<file path="src/rtl/rst_seq_ctrl.sv">
// Reset sequencer: releases N_DOM active-low resets in order after PLL lock, re-asserts on lock loss / sw request.
// Optional RST_SEQ_REVERSE_EN: software reset de-sequences domains high-to-low before the hold phase.
module rst_seq_ctrl #(
   parameter int unsigned N_DOM     = 4,
   parameter int unsigned STAGE_DLY = 16,
   parameter int unsigned SW_HOLD   = 32,
   parameter int unsigned LOCK_TMO  = 4096
) (
   input  logic             clk_in,
   input  logic             rstn_in,
   input  logic             pll_locked,
   input  logic             sw_rst_req,
   output logic             sw_rst_ack,
   output logic [N_DOM-1:0] rstn_out,
   output logic             seq_done,
   output logic             lock_err,
   output logic [2:0]       state_o
);

   localparam int unsigned MAX_A   = (STAGE_DLY > SW_HOLD) ? STAGE_DLY : SW_HOLD;
   localparam int unsigned MAX_DLY = (MAX_A > LOCK_TMO) ? MAX_A : LOCK_TMO;
   localparam int unsigned CNT_W   = (MAX_DLY > 1) ? $clog2(MAX_DLY) : 1;
   localparam int unsigned IDX_W   = (N_DOM > 1) ? $clog2(N_DOM) : 1;

   localparam logic [CNT_W-1:0] STAGE_LAST = CNT_W'(STAGE_DLY - 1);
   localparam logic [CNT_W-1:0] HOLD_LAST  = CNT_W'(SW_HOLD - 1);
   localparam logic [CNT_W-1:0] TMO_LAST   = CNT_W'(LOCK_TMO - 1);
   localparam logic [IDX_W-1:0] IDX_LAST   = IDX_W'(N_DOM - 1);
`ifdef RST_SEQ_REVERSE_EN
   localparam logic [IDX_W-1:0] IDX_REV_START = (N_DOM > 1) ? IDX_W'(N_DOM - 2) : '0;
`endif

   typedef enum logic [2:0] {
      S_RST       = 3'd0,
      S_WAIT_LOCK = 3'd1,
      S_STAGE     = 3'd2,
      S_RUN       = 3'd3,
      S_SW_HOLD   = 3'd4
`ifdef RST_SEQ_REVERSE_EN
      , S_ASSERT  = 3'd5
`endif
   } state_t;

   state_t             state, state_nxt;
   logic [CNT_W-1:0]   cnt, cnt_nxt;
   logic [IDX_W-1:0]   idx, idx_nxt;
   logic [N_DOM-1:0]   rstn_q, rstn_nxt;
   logic               seq_done_q, seq_done_nxt;
   logic               ack_q, ack_nxt;
   logic               lock_err_q, lock_err_nxt;
   logic               rst_meta;
   logic               lock_meta, lock_sync;

   // Reset release passes rst_meta then the state register, so S_RST exits on the 2nd edge.
   always_ff @(posedge clk_in or negedge rstn_in) begin
      if (!rstn_in) begin
         rst_meta  <= 1'b0;
         lock_meta <= 1'b0;
         lock_sync <= 1'b0;
      end else begin
         rst_meta  <= 1'b1;
         lock_meta <= pll_locked;
         lock_sync <= lock_meta;
      end
   end

   // State, counters and registered outputs
   always_ff @(posedge clk_in or negedge rstn_in) begin
      if (!rstn_in) begin
         state      <= S_RST;
         cnt        <= '0;
         idx        <= '0;
         rstn_q     <= '0;
         seq_done_q <= 1'b0;
         ack_q      <= 1'b0;
         lock_err_q <= 1'b0;
      end else begin
         state      <= state_nxt;
         cnt        <= cnt_nxt;
         idx        <= idx_nxt;
         rstn_q     <= rstn_nxt;
         seq_done_q <= seq_done_nxt;
         ack_q      <= ack_nxt;
         lock_err_q <= lock_err_nxt;
      end
   end

   // Next-state and next-output logic; lock loss always dominates a software request.
   always_comb begin
      state_nxt    = state;
      cnt_nxt      = cnt;
      idx_nxt      = idx;
      rstn_nxt     = rstn_q;
      seq_done_nxt = 1'b0;
      ack_nxt      = 1'b0;
      lock_err_nxt = lock_err_q;

      case (state)
         S_RST: begin
            rstn_nxt = '0;
            cnt_nxt  = '0;
            idx_nxt  = '0;
            if (rst_meta) state_nxt = S_WAIT_LOCK;
         end

         S_WAIT_LOCK: begin
            rstn_nxt = '0;
            idx_nxt  = '0;
            if (lock_sync) begin
               state_nxt = S_STAGE;
               cnt_nxt   = '0;
            end else if (cnt == TMO_LAST) begin
               lock_err_nxt = 1'b1;
            end else begin
               cnt_nxt = cnt + CNT_W'(1);
            end
         end

         S_STAGE: begin
            if (!lock_sync) begin
               state_nxt = S_WAIT_LOCK;
               rstn_nxt  = '0;
               cnt_nxt   = '0;
            end else if (cnt == STAGE_LAST) begin
               rstn_nxt[idx] = 1'b1;
               cnt_nxt       = '0;
               if (idx == IDX_LAST) begin
                  state_nxt    = S_RUN;
                  seq_done_nxt = 1'b1;
               end else begin
                  idx_nxt = idx + IDX_W'(1);
               end
            end else begin
               cnt_nxt = cnt + CNT_W'(1);
            end
         end

         S_RUN: begin
            if (!lock_sync) begin
               state_nxt = S_WAIT_LOCK;
               rstn_nxt  = '0;
               cnt_nxt   = '0;
            end else if (sw_rst_req) begin
               ack_nxt = 1'b1;
               cnt_nxt = '0;
`ifdef RST_SEQ_REVERSE_EN
               rstn_nxt[N_DOM-1] = 1'b0;
               if (N_DOM == 1) begin
                  state_nxt = S_SW_HOLD;
               end else begin
                  state_nxt = S_ASSERT;
                  idx_nxt   = IDX_REV_START;
               end
`else
               rstn_nxt  = '0;
               state_nxt = S_SW_HOLD;
`endif
            end else begin
               seq_done_nxt = 1'b1;
            end
         end

         S_SW_HOLD: begin
            rstn_nxt = '0;
            if (!lock_sync) begin
               state_nxt = S_WAIT_LOCK;
               cnt_nxt   = '0;
            end else if (cnt == HOLD_LAST) begin
               state_nxt = S_WAIT_LOCK;
               cnt_nxt   = '0;
            end else begin
               cnt_nxt = cnt + CNT_W'(1);
            end
         end

`ifdef RST_SEQ_REVERSE_EN
         // Reverse de-sequence: idx is the next bit to clear
         S_ASSERT: begin
            if (!lock_sync) begin
               state_nxt = S_WAIT_LOCK;
               rstn_nxt  = '0;
               cnt_nxt   = '0;
            end else if (cnt == STAGE_LAST) begin
               rstn_nxt[idx] = 1'b0;
               cnt_nxt       = '0;
               if (idx == '0) state_nxt = S_SW_HOLD;
               else           idx_nxt   = idx - IDX_W'(1);
            end else begin
               cnt_nxt = cnt + CNT_W'(1);
            end
         end
`endif

         default: begin
            state_nxt = S_WAIT_LOCK;
            rstn_nxt  = '0;
            cnt_nxt   = '0;
            idx_nxt   = '0;
         end
      endcase
   end

   assign rstn_out   = rstn_q;
   assign seq_done   = seq_done_q;
   assign sw_rst_ack = ack_q;
   assign lock_err   = lock_err_q;
   assign state_o    = state;

endmodule
</file>
<file path="config.mk">
export PLATFORM = sky130hd
export DESIGN_NAME = rst_seq_ctrl
export DESIGN_NICKNAME = d
export VERILOG_FILES = /design/src/rtl/rst_seq_ctrl.sv
export SDC_FILE = /design/constraint.sdc
export NUM_CORES = 1
export LEC_CHECK = 0
export BUFFER_PORTS_ARGS = -buffer_cell sky130_fd_sc_hd__buf_4
export CORE_MARGIN = 8
export CORE_UTILIZATION = 50
export CTS_BUF_LIST = sky130_fd_sc_hd__clkbuf_8 sky130_fd_sc_hd__clkbuf_16
export DETAILED_ROUTE_END_ITERATION = 10
export PLACE_DENSITY = 0.69
export SETUP_SLACK_MARGIN = 0.4
export SYNTH_ARGS = -nofsm -noshare
export SYNTH_HDL_FRONTEND = slang
export SYNTH_SLANG_ARGS = --single-unit
</file>
<file path="constraint.sdc">
create_clock -name clk_in -period 2.6 [get_ports clk_in]
set_input_delay 0.13 -clock clk_in [delete_from_list [all_inputs] [get_ports clk_in]]
set_output_delay 0.13 -clock clk_in [all_outputs]
set_load 0.05 [all_outputs]
</file>
Word-level counts from Yosys, hierarchy flattened
Cells that the tools add are included.
{ "totals": {"reg_bits": 27, "out_inout_bits": 10, "input_bits": 4} }
{ "op_classes": {"muxes": 39, "n_addsub": 2, "n_lt_le_gt_ge": 2, "n_eq_ne": 18, "reduce_logical": 8, "n_bitwise": 3} }
{ "op_table": {"columns": ["operator", "n"], "rows": [
  ["12-bit 2-to-1 mux", 8],
  ["12-bit one-hot mux with 4 select lines", 1],
  ["3-bit 2-to-1 mux", 9],
  ["4-bit 2-to-1 mux", 4],
  ["3-bit inequality test, second input constant", 5],
  ["3-bit one-hot mux with 5 select lines", 1],
  ["12-bit by 1-bit adder with 12-bit output, second input constant", 1],
  ["12-bit equality test, second input constant", 1],
  ["12-bit by 4-bit equality test with 1-bit output, second input constant", 1],
  ["12-bit by 5-bit equality test with 1-bit output, second input constant", 1],
  ["2-bit inequality test, second input constant", 5],
  ["1-bit 2-to-1 mux", 9],
  ["4-bit one-hot mux with 2 select lines", 1],
  ["3-bit by 2-bit equality test with 1-bit output, second input constant", 2],
  ["2-bit 2-to-1 mux", 3],
  ["6-bit AND reduction", 1],
  ["4-bit OR", 1],
  ["2-bit one-hot mux with 2 select lines", 1],
  ["2-bit AND reduction", 2],
  ["4-bit AND reduction", 1],
  ["3-bit by 1-bit equality test with 1-bit output, second input constant", 1],
  ["3-bit equality test, second input constant", 1],
  ["3-bit logical NOT", 1],
  ["2-bit by 3-bit less-than comparator with 1-bit output, second input constant", 1],
  ["9 further kinds", 10]
]} }

Logic depth before layout (Yosys ltp)
Gate-level depths: netlist (run 1).
{ "depth": {"ltp_word": 8, "ltp_mapped": 8} }

Worst setup path before layout (run 1)
Ideal clock, no wire load.
{ "synth_path": {"path_type": "register -> register", "startpoint": "reg state[1] (netlist: state_o[1])", "endpoint": "reg cnt[0]", "setup_slack_ps": 457, "setup_ps": 125, "stages_incl_launch_ff": 9, "n_path_buf": 3, "t_arrival_ps": 2018, "period_less_slack_ps": 2143, "cell_sequence": "dfrtp_1 buf_4 nor2b_1 buf_4 nor4b_2 or2_1 buf_4 nor2b_4 mux2_2"} }
{ "synth_via": {"elab_chain_len": 3, "word_cells_on_any_way": 8, "cone_classes": "eq/ne (6); mux (1); reduce/logical (1)"} }
{ "synth_lines": {"columns": ["element", "line_no", "text"], "rows": [
  ["start, declared", "44", "state_t state, state_nxt;"],
  ["start signal, assigned", "78", "state <= state_nxt;"],
  ["3-bit by 1-bit equality test with 1-bit output / 3-bit by 2-bit equality test with 1-bit output (equally long branches)", "98", "case (state)"],
  ["3-bit inequality test (no line)", null, null],
  ["2-bit AND reduction (no line)", null, null],
  ["end signal, assigned", "79", "cnt <= cnt_nxt;"],
  ["end, declared", "45", "logic [CNT_W-1:0] cnt, cnt_nxt;"]
]} }
Parallel ways exist; a longest one is shown, timed or not.
A chain may end at the register's enable or synchronous reset.

Final worst setup path (run 1)
{ "layout_path": {"startpoint": "reg state[0] (netlist: state_o[0])", "endpoint": "reg cnt[2]"} }
The elaborated chain is that of the path after synthesis.

==> results of run 1 <==
layout by cell type (no fill, tap or decap), types with 3 or more instances in the layout:
cell type  Yosys  routed
a21oi_1        8       8
and3_1         4       4
and4_1         3       3
buf_4          3      14
clkbuf_8       0       3
dfrtp_1       27      27
ha_1           5       5
inv_1          6       6
nand2_1        9       9
nand3_1        6       6
nand4_1        4       4
nor2_1        18      18
nor2b_1        4       4
o21ai_0        4       4
xnor2_1        4       4
area by class of cell:
| cell class | count | area [sq um] | area share [%] |
|---|---|---|---|
| Inverter | 6 | 22.52 | 1.328 |
| Timing Repair Buffer | 16 | 125.1 | 7.380 |
| Clock inverter | 1 | 5.005 | 0.2952 |
| Multi-Input combinational cell | 109 | 784.5 | 46.27 |
| Tap cell | 33 | 41.29 | 2.435 |
| Sequential cell | 27 | 675.6 | 39.85 |
| Clock buffer | 3 | 41.29 | 2.435 |
power by group:
| group | total, mW | internal (mW) | switching [mW] |
|---|---|---|---|
| combinational | 0.378 | 0.155 | 0.223 |
| sequential | 0.524 | 0.452 | 0.0728 |
| clock | 0.237 | 0.107 | 0.130 |
| total | 1.14 | 0.714 | 0.425 |
state kept, by name, summed over array words and instances, names as in the netlist:
register and flops:
seq_done 1, idx 2, lock_err 1, lock_meta 1
lock_sync 1, rst_meta 1, rstn_out 4, state_o 3
cnt 12, sw_rst_ack 1
repair_timing:
item                       CTS  global route
hold endpoints to repair    28             0
resized for setup            0             2
hold buffers                 2             0
setup endpoints to repair    0             5
worst reg2reg max path, stage by stage (launching register included):
cell      delay [ps]
dfrtp_1          630
nor4b_4          370
and4_1           320
or2_1            260
inv_1             90
a311oi_1         290
metal layers:
layer / vias to the layer above / wire length [microns]
li1: 553 / -
met1: 564 / 1449
met2: 24 / 1565
met3: 4 / 114
met4: 0 / 25
met5: - / 0
final timing paths:
| kind | end | depth (start not counted) | slack (ps) |
|---|---|---|---|
| max | cnt[2] | 5 | 540 |
| min | sw_rst_ack | 3 | 170 |
| max reg2reg | cnt[2] | 5 | 540 |
| max in group asynchronous | cnt[3] | 2 | 2040 |
| min in group asynchronous | state_o[2] | 2 | 300 |
| min reg2reg | lock_sync | 0 | 360 |
logic make-up after synthesis:
kind of cell	Yosys count	synth area share (%)
muxes	2	1.423
and+or+nand+nor	69	28.95
other	1	0.2508
DFF	27	45.19
adders and majority gates	5	4.184
buffers and inverters	11	3.514
xor gates and xnor gates	6	3.515
AOI/OAI and AO/OA	26	12.97
per-stage QoR:
| stage | utilization (%) | total power [mW] | cells | area, sq um |
|---|---|---|---|---|
| global placement | 54.58 | 0.8786 | 189 | 1612 |
| detailed placement | 54.58 | 0.8902 | 189 | 1612 |
| CTS | 56.82 | 1.131 | 195 | 1678 |
| global route | 57.42 | 1.204 | 195 | 1695 |
| finish | 57.42 | 1.139 | 195 | 1695 |
| floorplan | - | 0.8009 | 147 | 1495 |
==> impl_metrics.csv, run 1 <==
group,metric,value,unit
run_status,status,"finished, final reports clean",
grt,grt_remaining_overflow,0,
yosys,synth_top_area_share,45.19,%
grt,grt_pass1_vias,1179,
placement,dpl.hpwl,2.270,mm
timing,fin_tns_setup,0,ps
setup_path,path_cells,"nor4b_4, and4_1, or2_1, inv_1, a311oi_1",
clock_network,cts-buffers-inserted,3,
detailed_routing,detail_route.iter0.violations,67,
setup_path,crit-reg2reg-launch,"state_o[0]",
detailed_routing,vias,1145,
placement,globalplace.congestion,0.9233,
cells_and_area,drive_above_1_share,20.37,%
yosys,synthesis.instances,147,
setup_path,start_kind,"flip-flop",
setup_path,slowest_stage_cell_cp,"dfrtp_1",
grt,largest_net_degree_at_the_start_of_global_routing,28,
detailed_routing,wire_per_inst,16.18,microns
grt,grt_antenna_before_repair,0,
power_and_ir_drop,peakVddDrop,0.3036,mV
timing,finalWorstPathRequiredPeriod,2062,ps
grt,top_usage_layer,"met2",
yosys,synth_enable_flop_cells,0,
grt,global_route.usage.met2,22.76,%
setup_path,max_stage_delay,630,ps
power_and_ir_drop,power-per-cell-area,671.9,nW/um^2
yosys,async_reset_ff_share,100.0,%
yosys,post_synthesis_mean_instance_area,10.17,sq um
timing,fmax,0.4850,GHz
timing,holdWs,167.2,ps
setup_path,critical_path.endpoint_type,"flip-flop",
detailed_routing,detailed_routing_iteration_count_for_the_pre_antenna_repair_pass,4,
floorplanning,pin_count,14,
timing,rsz0062_at_grt,"false",
timing,report.final.slew_viol_count,0,
grt,global_route.usage.met1,15.95,%
worst_hold_path,hold_path_startpoint,"sw_rst_req",
yosys,syn-cell-area,1495,sq um
placement,dpl_worst_slack,507.4,ps
timing,post-route-period-util,79.30,%
clock_network,tritoncts,"done",
yosys,dominantRegCellSynth,"dfrtp_1",
grt,track_usage,12.96,%
cells_and_area,final_net_count,172,
floorplanning,initial_core_util,50.64,%
cells_and_area,n_antenna_cell,0,
floorplanning,placement_rows,20,
yosys,synth_top_cells_by_count,"27 x dfrtp_1, 18 x nor2_1, 9 x nand2_1",
timing,clock_skew,6.081,ps
yosys,yosysTopAreaCell,"dfrtp_1",
yosys,synth.top_cells.by_area,"dfrtp_1 45%, nor2_1 4.5%, ha_1 4.2%, nor4_4 2.8%, a21oi_1 2.7%",
timing,hold_viol,0,
clock_network,cts.reportedPaths.clkPinSlew,100,ps
clock_network,root_buffer,"clkbuf_8",
cells_and_area,areaGrowthSynthToFinish,13.39,%
cells_and_area,final.fill_count,259,
clock_network,max_h_tree_level,1,
setup_path,critical_path.max_fanout,14,
setup_path,cp-startpoint,"state_o[0]",
setup_path,crit_type,"flip-flop to flip-flop",
setup_path,path_delay_family,"simple AND/OR/NAND/NOR gates",
yosys,synth-seq-cells,27,
floorplanning,chipWidth,70.69,microns
yosys,yosysWarnings,0,
floorplanning,dieHeight,70.69,microns
yosys,postSynthNetCount,156,
worst_hold_path,timing.hold.worst.class,"primary input to flip-flop",
floorplanning,coreArea,2953,sq um
clock_network,postCtsSetupRepairBufs,0,
setup_path,crit_required,2760,ps
clock_network,numClockSinks,27,
yosys,synth_most_common_cell,"dfrtp_1",
clock_network,clock_insertion_delay_worst_skew,270,ps
setup_path,critical_path.n_buffers_inverters,1,
detailed_routing,remaining_drc_errors,0,
run,cap_viol_max_count,0,
grt,globalRouteMet3Util,2.684,%
yosys,synth.yosys.seq_area_share,45.19,%
power_and_ir_drop,leakagePower,0.7631,nW
yosys,ys_types,48,
timing,setup_viol_count_final,0,
detailed_routing,post_drt_antenna_nets,0,
setup_path,worstPathArrival,2230,ps
timing,finalWorstSetupSlack,538.2,ps
grt,grt_first_pass_wirelength,5.478,mm
placement,port_buffers,13,
clock_network,max_buffers_root_to_sink,2,
detailed_routing,via_per_inst,5.872,
floorplanning,floorplan.die_area,4996,sq um
detailed_routing,postRouteWirelength,3.155,mm
No activity file was read; power rests on OpenSTA's default activity.
==> run 2, diff against run 1 <==
- clock period: 2.6 -> 2 ns (I/O delays scaled with it)
==> run 2 against run 1 <==
Effect of this change:
- sequential power is 31% higher
- non-clock buffer count is 11 higher
- utilization is 4.5 points higher
- die area unchanged
- cell count up 5.6%
- first-iteration DRC count is 7.5% lower
- clock power rose by 30%
- register-to-register slack worse by 400 ps
- combinational power up 39%
- cell area increased by 7.8%
- sequential share of layout area shrank 2.7 points
- wire length up 0.86%
==> impl_metrics.csv, run 2 (synthesis results as in run 1) <==
group,metric,value,unit
run_status,status,"finished, final reports clean",
cells_and_area,areaGrowthSynthToFinish,22.26,%
timing,fmax,0.5383,GHz
worst_hold_path,hold_path_startpoint,"sw_rst_req",
cells_and_area,final.fill_count,256,
cells_and_area,drive_above_1_share,32.95,%
setup_path,timing.reg2reg.worst_path_depth,5,
clock_network,clock_insertion_delay_worst_skew,270,ps
detailed_routing,detailed_routing_iteration_count_for_the_pre_antenna_repair_pass,4,
detailed_routing,postRouteWirelength,3.182,mm
setup_path,worst_reg2reg_path_endpoint,"cnt[0]",
power_and_ir_drop,power_total,1.523,mW
worst_hold_path,hold_path_end,"sw_rst_ack",
cells_and_area,largest_register_ffs,12,
clock_network,cts.reportedPaths.clkPinSlew,90,ps
setup_path,crit_type,"flip-flop to flip-flop",
power_and_ir_drop,leakagePower,0.8132,nW
cells_and_area,layout_cell_area_excl_fill,1828,sq um
worst_hold_path,timing.hold.worst.class,"primary input to flip-flop",
cells_and_area,n_antenna_cell,0,
placement,dpl_worst_slack,106.8,ps
cells_and_area,final_net_count,183,
clock_network,numClockSinks,27,
setup_path,worstPathArrival,2030,ps
placement,dpl.hpwl,2.207,mm
setup_path,start_kind,"flip-flop",
floorplanning,dieHeight,70.69,microns
clock_network,max_buffers_root_to_sink,2,
power_and_ir_drop,peakVddDrop,0.6679,mV
floorplanning,pin_count,14,
floorplanning,chipWidth,70.69,microns
worst_hold_path,holdPathStages,3,
clock_network,root_buffer,"clkbuf_8",
placement,postPlaceCellArea,1675,sq um
timing,finalWorstPathRequiredPeriod,1858,ps
grt,grt_antenna_before_repair,0,
detailed_routing,post_drt_antenna_nets,0,
grt,grt_remaining_overflow,0,
timing,report.final.slew_viol_count,0,
floorplanning,coreArea,2953,sq um
cells_and_area,mostFrequentLayoutCells,"24 x dfrtp_1, 24 x buf_4, 17 x nor2_1",
timing,holdWs,149.8,ps
clock_network,cts-buffers-inserted,3,
floorplanning,placement_rows,20,
floorplanning,initial_core_util,50.64,%
run,cap_viol_max_count,0,
timing,post-route-period-util,92.89,%
setup_path,critical_path.max_fanout,4,
timing,rsz0062_at_grt,"true",
placement,globalplace.congestion,0.8784,
timing,setup_viol_count_final,0,
setup_path,r2r_slack,140,ps
timing,clock_skew,4.695,ps
cells_and_area,largest_register,"cnt",
setup_path,critical_path.endpoint_type,"flip-flop",
placement,port_buffers,13,
detailed_routing,detail_route.iter0.violations,62,
setup_path,crit_required,2170,ps
power_and_ir_drop,power-per-cell-area,833.2,nW/um^2
timing,finalWorstSetupSlack,142.3,ps
grt,grt_pass1_vias,1162,
floorplanning,floorplan.die_area,4996,sq um
detailed_routing,wire_per_inst,15.45,microns
timing,hold_viol,0,
clock_network,max_h_tree_level,1,
detailed_routing,vias,1193,
setup_path,crit-reg2reg-launch,"cnt[10]",
detailed_routing,remaining_drc_errors,0,
grt,grt_first_pass_wirelength,5.526,mm
detailed_routing,via_per_inst,5.791,
grt,largest_net_degree_at_the_start_of_global_routing,28,
grt,track_usage,13.58,%
timing,fin_tns_setup,0,ps
clock_network,tritoncts,"done",
## run 2: cell count changes in the layout (fill, tap and decap cells not counted), sizes merged
cell / change
clkinv: -1
inv: +1
buf: +11
## run 2: worst max-delay path by stage
stage	startpoint	endpoint	slack [ps]	cells past startpoint
global placement	cnt[9]	cnt[0]	150	5
global route	cnt[10]	cnt[0]	50	5
floorplan	state_o[1]	cnt[3]	100	8
finish	cnt[10]	cnt[0]	140	5
CTS	cnt[10]	cnt[0]	110	5
detailed placement	cnt[9]	cnt[0]	110	5
## run 2: final cells by class
class | count | area, sq um | area share (%)
clock buffer | 3 | 41.29 | 2.259
clock inverter | 1 | 3.754 | 0.2053
inverter | 6 | 22.52 | 1.232
multi-input combinational | 109 | 828.3 | 45.31
sequential | 27 | 679.4 | 37.17
tap | 33 | 41.29 | 2.259
timing repair buffer | 27 | 211.5 | 11.57
## run 2: power by group
part           total (mW)  switching (mW)  internal (mW)  leakage (nW)
clock               0.308           0.171          0.138        0.0269
combinational       0.527           0.299          0.229         0.425
sequential          0.687          0.0955          0.592         0.361
## run 2: through the flow
step	instances	utilization, %
after detailed placement	194	56.74
after global routing	206	61.91
final	206	61.91
after global placement	194	56.74
after floorplan	147	-
after CTS	204	60.51
## run 2: routing by layer
metal	vias up	global-route usage, %	wire length (microns)	part of all wire (%)
li1	580	-	-	-
met1	584	17.84	1517	48
met2	22	19.36	1433	45
met3	7	3.531	159	5.0
met4	0	8.314	72	2.3
met5	-	0	0	0
## run 2: worst max-delay path, stage by stage (launching register included)
cell and delay, ps:
dfrtp_1 420, or4_4 600, nor4_4 210, o21bai_2 130, nor2b_4 150, mux2_2 250
## run 2: timing repair
| item | CTS | global route |
|---|---|---|
| setup buffers | 4 | 2 |
| pin swaps | 10 | 6 |
| hold endpoints to repair | 28 | 0 |
| endpoints found under the setup margin | 19 | 21 |
| hold buffers | 2 | 0 |
| gates resized for setup | 5 | 6 |
| gates cloned | 0 | 0 |
